===== src/rtl/accu_sat_packer_if.sv =====
// rtl/accu_sat_packer_if.sv - AXI-Stream bundle (tdata/tkeep/tlast with valid/ready) for accu_sat_packer
interface accu_sat_packer_if;
  logic        tvalid;
  logic        tready;
  logic [63:0] tdata;
  logic [7:0]  tkeep;
  logic        tlast;

  modport master (output tvalid, tdata, tkeep, tlast, input tready);
  modport slave  (input tvalid, tdata, tkeep, tlast, output tready);
endinterface


===== src/rtl/accu_sat_packer.sv =====
// rtl/accu_sat_packer.sv - shift/saturate 64-bit samples to 32 bits and pack two per output beat
// Optional build macro ACCU_PACK_SATCNT_EN adds sat_cnt/sat_flag clip statistics.
module accu_sat_packer #(
  parameter int SHIFT = 0
) (
  input  logic              sys_clk,
  input  logic              sys_rst,
  input  logic              pack_en,
  output logic              pack_done,
  accu_sat_packer_if.slave  s_axis,
  accu_sat_packer_if.master m_axis
`ifdef ACCU_PACK_SATCNT_EN
  ,
  output logic [15:0]       sat_cnt,
  output logic              sat_flag
`endif
);
  typedef enum logic {ST_EMPTY, ST_HALF} state_t;

  state_t             r_state;
  state_t             w_next_state;
  logic [31:0]        r_lane0;
  logic               r_m_valid;
  logic [63:0]        r_m_data;
  logic [7:0]         r_m_keep;
  logic               r_m_last;
  logic               r_done;

  logic signed [63:0] w_shifted;
  logic               w_clip_hi;
  logic               w_clip_lo;
  logic [31:0]        w_sat;
  logic               w_s_ready;
  logic               w_in_hs;
  logic               w_out_hs;
  logic               w_load;
  logic               w_store_lane0;
  logic [63:0]        w_load_data;
  logic [7:0]         w_load_keep;
  logic               w_load_last;
  logic               w_unused_keep;

  assign w_unused_keep = ^s_axis.tkeep;

  assign w_shifted = $signed(s_axis.tdata) >>> SHIFT;
  assign w_clip_hi = w_shifted > 64'sh0000_0000_7FFF_FFFF;
  assign w_clip_lo = w_shifted < 64'shFFFF_FFFF_8000_0000;
  assign w_sat     = w_clip_hi ? 32'h7FFF_FFFF :
                     w_clip_lo ? 32'h8000_0000 : w_shifted[31:0];

  // Input may only advance when the single output slot is free or draining this cycle.
  assign w_s_ready = pack_en && (!r_m_valid || m_axis.tready);
  assign w_in_hs   = s_axis.tvalid && w_s_ready;
  assign w_out_hs  = r_m_valid && m_axis.tready;

  assign s_axis.tready = w_s_ready;
  assign m_axis.tvalid = r_m_valid;
  assign m_axis.tdata  = r_m_data;
  assign m_axis.tkeep  = r_m_keep;
  assign m_axis.tlast  = r_m_last;
  assign pack_done     = r_done;

  always_ff @(posedge sys_clk or posedge sys_rst) begin
    if (sys_rst) begin
      r_state <= ST_EMPTY;
    end else begin
      r_state <= w_next_state;
    end
  end

  always_comb begin
    w_next_state  = r_state;
    w_store_lane0 = 1'b0;
    w_load        = 1'b0;
    w_load_data   = '0;
    w_load_keep   = '0;
    w_load_last   = 1'b0;
    case (r_state)
      ST_EMPTY: begin
        if (w_in_hs) begin
          if (s_axis.tlast) begin
            w_load      = 1'b1;
            w_load_data = {32'h0, w_sat};
            w_load_keep = 8'h0F;
            w_load_last = 1'b1;
          end else begin
            w_store_lane0 = 1'b1;
            w_next_state  = ST_HALF;
          end
        end
      end
      ST_HALF: begin
        if (w_in_hs) begin
          w_load       = 1'b1;
          w_load_data  = {w_sat, r_lane0};
          w_load_keep  = 8'hFF;
          w_load_last  = s_axis.tlast;
          w_next_state = ST_EMPTY;
        end
      end
      default: w_next_state = ST_EMPTY;
    endcase
  end

  always_ff @(posedge sys_clk or posedge sys_rst) begin
    if (sys_rst) begin
      r_lane0   <= '0;
      r_m_valid <= 1'b0;
      r_m_data  <= '0;
      r_m_keep  <= '0;
      r_m_last  <= 1'b0;
      r_done    <= 1'b0;
    end else begin
      if (w_store_lane0) begin
        r_lane0 <= w_sat;
      end
      if (w_load) begin
        r_m_valid <= 1'b1;
        r_m_data  <= w_load_data;
        r_m_keep  <= w_load_keep;
        r_m_last  <= w_load_last;
      end else if (w_out_hs) begin
        r_m_valid <= 1'b0;
      end
      r_done <= w_out_hs && r_m_last;
    end
  end

`ifdef ACCU_PACK_SATCNT_EN
  logic        w_clip;
  logic [15:0] r_sat_cnt;
  logic        r_sat_flag;

  assign w_clip   = w_in_hs && (w_clip_hi || w_clip_lo);
  assign sat_cnt  = r_sat_cnt;
  assign sat_flag = r_sat_flag;

  // A clip landing on the pack_done cycle belongs to the next frame.
  always_ff @(posedge sys_clk or posedge sys_rst) begin
    if (sys_rst) begin
      r_sat_cnt  <= '0;
      r_sat_flag <= 1'b0;
    end else if (r_done) begin
      r_sat_cnt  <= {15'd0, w_clip};
      r_sat_flag <= w_clip;
    end else if (w_clip) begin
      if (r_sat_cnt != 16'hFFFF) begin
        r_sat_cnt <= r_sat_cnt + 16'd1;
      end
      r_sat_flag <= 1'b1;
    end
  end
`endif
endmodule


===== src/flat_wrapper.sv =====
// flat-port wrapper written by rule: the top's interface ports become plain ports
module accu_sat_packer_flat 
#(
  parameter int SHIFT = 0
)
  (sys_clk, sys_rst, pack_en, pack_done, s_axis_tvalid, s_axis_tdata, s_axis_tkeep, s_axis_tlast, s_axis_tready, m_axis_tvalid, m_axis_tdata, m_axis_tkeep, m_axis_tlast, m_axis_tready);
  accu_sat_packer_if s_axis_i ();
  accu_sat_packer_if m_axis_i ();
  input  logic sys_clk;
  input  logic sys_rst;
  input  logic pack_en;
  output logic pack_done;
  input wire logic [$bits(s_axis_i.tvalid)-1:0] s_axis_tvalid;
  input wire logic [$bits(s_axis_i.tdata)-1:0] s_axis_tdata;
  input wire logic [$bits(s_axis_i.tkeep)-1:0] s_axis_tkeep;
  input wire logic [$bits(s_axis_i.tlast)-1:0] s_axis_tlast;
  output wire logic [$bits(s_axis_i.tready)-1:0] s_axis_tready;
  output wire logic [$bits(m_axis_i.tvalid)-1:0] m_axis_tvalid;
  output wire logic [$bits(m_axis_i.tdata)-1:0] m_axis_tdata;
  output wire logic [$bits(m_axis_i.tkeep)-1:0] m_axis_tkeep;
  output wire logic [$bits(m_axis_i.tlast)-1:0] m_axis_tlast;
  input wire logic [$bits(m_axis_i.tready)-1:0] m_axis_tready;
  assign s_axis_i.tvalid = s_axis_tvalid;
  assign s_axis_i.tdata = s_axis_tdata;
  assign s_axis_i.tkeep = s_axis_tkeep;
  assign s_axis_i.tlast = s_axis_tlast;
  assign s_axis_tready = s_axis_i.tready;
  assign m_axis_tvalid = m_axis_i.tvalid;
  assign m_axis_tdata = m_axis_i.tdata;
  assign m_axis_tkeep = m_axis_i.tkeep;
  assign m_axis_tlast = m_axis_i.tlast;
  assign m_axis_i.tready = m_axis_tready;
  accu_sat_packer #(.SHIFT(SHIFT)) u_core (.sys_clk(sys_clk), .sys_rst(sys_rst), .pack_en(pack_en), .pack_done(pack_done), .s_axis(s_axis_i), .m_axis(m_axis_i));
endmodule

===== config.mk =====
export PLATFORM = sky130hd
export DESIGN_NAME = accu_sat_packer_flat
export DESIGN_NICKNAME = d
export VERILOG_FILES = /design/src/rtl/accu_sat_packer_if.sv /design/src/rtl/accu_sat_packer.sv /design/src/flat_wrapper.sv
export SDC_FILE = /design/constraint.sdc
export NUM_CORES = 1
export LEC_CHECK = 0
export CAP_MARGIN = 20
export CORE_ASPECT_RATIO = 1.25
export CORE_MARGIN = 8
export CORE_UTILIZATION = 49
export DETAILED_ROUTE_END_ITERATION = 12
export PLACE_DENSITY = 0.86
export SYNTH_ARGS = -nofsm -noshare
export SYNTH_HDL_FRONTEND = slang
export SYNTH_SLANG_ARGS = --single-unit

===== constraint.sdc =====
create_clock -name sys_clk -period 8.1 [get_ports sys_clk]
set_input_delay 2.43 -clock sys_clk [delete_from_list [all_inputs] [get_ports sys_clk]]
set_output_delay 2.43 -clock sys_clk [all_outputs]
set_load 0.02 [all_outputs]

* Word-level counts from Yosys, hierarchy flattened
Index checks and enable logic that the tools add are counted.
Storage, ports and cells: bits in registers 108, latch bits 0, memory bits (writable) 0, bits in read-only memories 0, input bits 78, output and inout port bits 76, word-level logic and storage cells 40, memories kept 0
Operators by class: $add $sub $neg 0, multipliers 0, divide/modulo/power cells 0, magnitude comparators 2, equality and inequality tests 0, shift-type cells 0, muxes and demuxes 23, bitwise operators 1, reduce and logical (&&, ||, !) cells 7
Operator list (number):
- $mux W64 | 2
- $pmux W64 S2 | 1
- $mux W32 | 3
- $gt A64 B32 Y1 const B | 1
- $lt A64 B32 Y1 const B | 1
- $mux W8 | 2
- $pmux W8 S2 | 1
- $mux W1 | 10
- $pmux W1 S2 | 3
- $logic_and A1 B1 Y1 | 4
- $mux W4 | 1
- $reduce_bool A2 Y1 | 1
- $logic_not A1 Y1 | 1
- $logic_or A1 B1 Y1 | 1
- $not A1 Y1 | 1

* Logic depth before layout (Yosys ltp)
word-level depth 7, gate-level depth with buffers 7, gate-level depth less buffers 5

* Worst setup path after synthesis
OpenSTA, ideal clock, no wires.
path type input-to-output, start point in m_axis_tready, end point out s_axis_tready, arrival time 2.825 ns, data required time 5.670 ns, setup slack 2.845 ns, stages on the path 2, buffers on the path 0, cells stage by stage nand2b_1 and2_1
On the way: word-level cells in the longest chain between the ends 2
Ends and longest elaborated chain:
- start, declared | RTL line flat_wrapper.sv:22 | input wire logic [$bits(m_axis_i.tready)-1:0] m_axis_tready;
- $logic_or A1 B1 Y1 | RTL line accu_sat_packer.sv:52 | assign w_s_ready = pack_en && (!r_m_valid || m_axis.tready);
- $logic_and A1 B1 Y1 | RTL line accu_sat_packer.sv:52
- end, declared | RTL line flat_wrapper.sv:17 | output wire logic [$bits(s_axis_i.tready)-1:0] s_axis_tready;
Every way passes these cells.

* Worst setup path after layout
Ends and elaborated chain as after synthesis.

==> impl_metrics.ini <==
[worst_hold_path]
hp-class = flop to flop
holdCritStartpoint = u_core.m_axis.tdata[63]
min_to = u_core.m_axis.tdata[63]
hold_depth = 2

[setup_path]
required_ns = 5.67
crit_fanout = 5
critPathArrivalTime_ns = 3.84
crit_type = input port to output port
r2r_cells = 7
r2r_slack_ns = 5.23
endpoint_kind = output port
r2r-start = u_core.m_axis.tvalid
reg2reg_to = u_core.r_lane0[9]
worstSetupStartpointType = input port

[clock_tree]
htree_levels = 3
cts-resized-gates = 0
cts_root_buf = clkbuf_16
postCtsSetupRepairBufs = 0
clock_latency_ns = 0.34
cts_tree = done
clock_path_buffers = 2
cts_inserted_buffers = 9
clkTransAtPathRegs_ns = 0.07
clock-sinks = 102
cts-hold-fix-buffers = 0

[finish]
mostFrequentLayoutCells = 145 x clkdlybuf4s50_1, 102 x dfrtp_1, 61 x a221o_1, 47 x nand2_1, 35 x nor2_1
layout.cells.most_common = clkdlybuf4s50_1
stdcell_count = 648
fin_nets = 598
drive_above_1_share_pct = 7.238
antenna_cells = 0
syn_to_final_growth_pct = 40.57

[global_route]
grt_pass1_vias = 4171
grt_max_degree = 62
grt-ovfl-total = 0
antenna_found_initial = 0
grt_pass1_wl_mm = 21.52
grtUsageTotal_pct = 21.85

[timing]
clock_skew_ns = 0.005283
rsz0062_at_grt = false
whs_ns = 0.4885
slew_headroom_pct = 31.26
fmax_mhz = 159.5
slew_viol_final = 0
finalSetupTns_ns = 0
fin_crit_ns = 6.269
worstMarginPinSlew_ns = 1.026
finalSetupViolations = 0
fin_crit_sh_pct = 77.39
finalHoldViolations = 0

[placement]
place_inst = 631
port_buffers = 145
place.gp.congestion = 0.7737
dpl.hpwl_mm = 9.209

[power_and_ir_drop]
p_clk_share_pct = 22.7
pwr-share-comb_pct = 36.1
pwr_density_cell_nw_per_um2 = 299.4
power.leakage_uw = 0.002466
switching_power_uw = 609.6
p_int_uw = 1256
ir_worst_vdd_mv = 0.1355
p_sw_share_pct = 32.68
power_frac_seq_pct = 41.1

[drt]
drcViolationCount = 0
dr.pass1.iters = 5
via_count = 4014
dr.first_iter.drc_count = 324
drt_wl_total_mm = 13.44
ant_nets = 0
wl_per_cell_um = 20.74
viasPerCell = 6.194

[floorplanning]
io_pins = 154
die_h_um = 122.3
die-area_um2 = 12360
initial_core_util_pct = 49.36
die_w_um = 101.1
num_rows = 39
core_area_um2 = 8979

[logic_synthesis]
synth_nets = 474
netlist_area_um2 = 4432
yosys_warnings = 0
syn_inst = 396
seq_area_frac_synth_pct = 57.59
ys_ff_latch = 102
synth.avg_cell_area_um2 = 11.19
yosys.cell_types.count = 31

[run]
drv_cap = 0

[outcome]
status = finished, final reports clean
[cell usage after synthesis (all sizes together)]
library cell	instances	share of area, %
a21oi	1	0.11
nor3	5	0.56
inv	2	0.17
nor4	8	1.4
nand2	47	4.0
buf	26	3.9
dfrtp	102	58
o21ai	3	0.34
nor2b	1	0.14
a22oi	31	5.3
clkbuf	16	1.4
and2	2	0.28
a221o	62	14
nor2	39	3.4
mux2i	1	0.23
nand3	3	0.34
o31ai	1	0.28
and3	1	0.14
a31oi	32	4.5
nor4bb	1	0.23
nand4	8	1.1
nand2b	2	0.28
a31o	1	0.20
and4	1	0.20
[flip-flops by register name, indices dropped and copies added (netlist names)]
name                  flops
u_core.m_axis.tdata      64
u_core.r_lane0           32
u_core.m_axis.tkeep       2
u_core.m_axis.tlast       1
u_core.m_axis.tvalid      1
u_core.pack_done          1
u_core.r_state            1
[worst max-delay path by stage]
stage,slack (ns),cells after the start,from,end
6_report,1.83,4,m_axis_tready,s_axis_tready
5_1_grt,1.79,4,m_axis_tready,s_axis_tready
4_1_cts,1.83,4,m_axis_tready,s_axis_tready
3_5_place_dp,1.84,4,m_axis_tready,s_axis_tready
3_3_place_gp,1.86,4,m_axis_tready,s_axis_tready
2_1_floorplan,2.85,2,m_axis_tready,s_axis_tready
[cell type report]
class                           instances  area [um2]
Clock inverter                          6       61.31
Fill cell                             669        2749
Tap cell                              123       153.9
Inverter                                2       10.01
Sequential cell                       102        2552
Timing Repair Buffer                  155        1554
Multi-Input combinational cell        250        1669
Clock buffer                           10       229.0
[routing by layer]
layer | vias to the layer above | global-route usage (%) | wire (um)
met5 | - | 0 | 0
met3 | 20 | 4.540 | 925
met4 | 0 | 8.403 | 257
met1 | 2010 | 25.87 | 5260
li1 | 1782 | - | -
met2 | 202 | 37.96 | 6994
[power groups by stage]
| stage | clock, uW | combinational [uW] | sequential [uW] |
|---|---|---|---|
| after CTS | 428 | 680 | 766 |
| after detailed placement | 0 | 677 | 772 |
| after floorplan | 0 | 223 | 886 |
| after global routing | 447 | 715 | 784 |
| final | 424 | 673 | 767 |
| after global placement | 0 | 661 | 762 |
[worst max-delay path, cell delays in order]
cell and delay [ns]:
clkdlybuf4s50_1 0.47, nand2b_1 0.18, and2_1 0.16, clkdlybuf4s50_1 0.60
[cells by family (layout without fill, tap and decap cells)]
| family | count (synthesis) | after routing | share of synthesized area [%] |
|---|---|---|---|
| AOI/OAI and AO/OA | 131 | 131 | 24.73 |
| buffers and inverters | 44 | 173 | 5.392 |
| DFF | 102 | 102 | 57.59 |
| muxes | 1 | 1 | 0.2259 |
| and+or+nand+nor | 118 | 118 | 12.06 |
[metrics by stage]
stage | worst slack, ns | total power [uW] | instance area, um2 | util (%)
6_report | 1.831 | 1865 | 6230 | 69.38
5_1_grt | 1.786 | 1946 | 6230 | 69.38
3_5_place_dp | 1.836 | 1449 | 5912 | 65.84
2_1_floorplan | 2.845 | 1109 | 4432 | -
3_3_place_gp | 1.855 | 1424 | 5897 | 65.68
4_1_cts | 1.826 | 1875 | 6202 | 69.08
No activity file was read; power rests on OpenSTA's default activity.
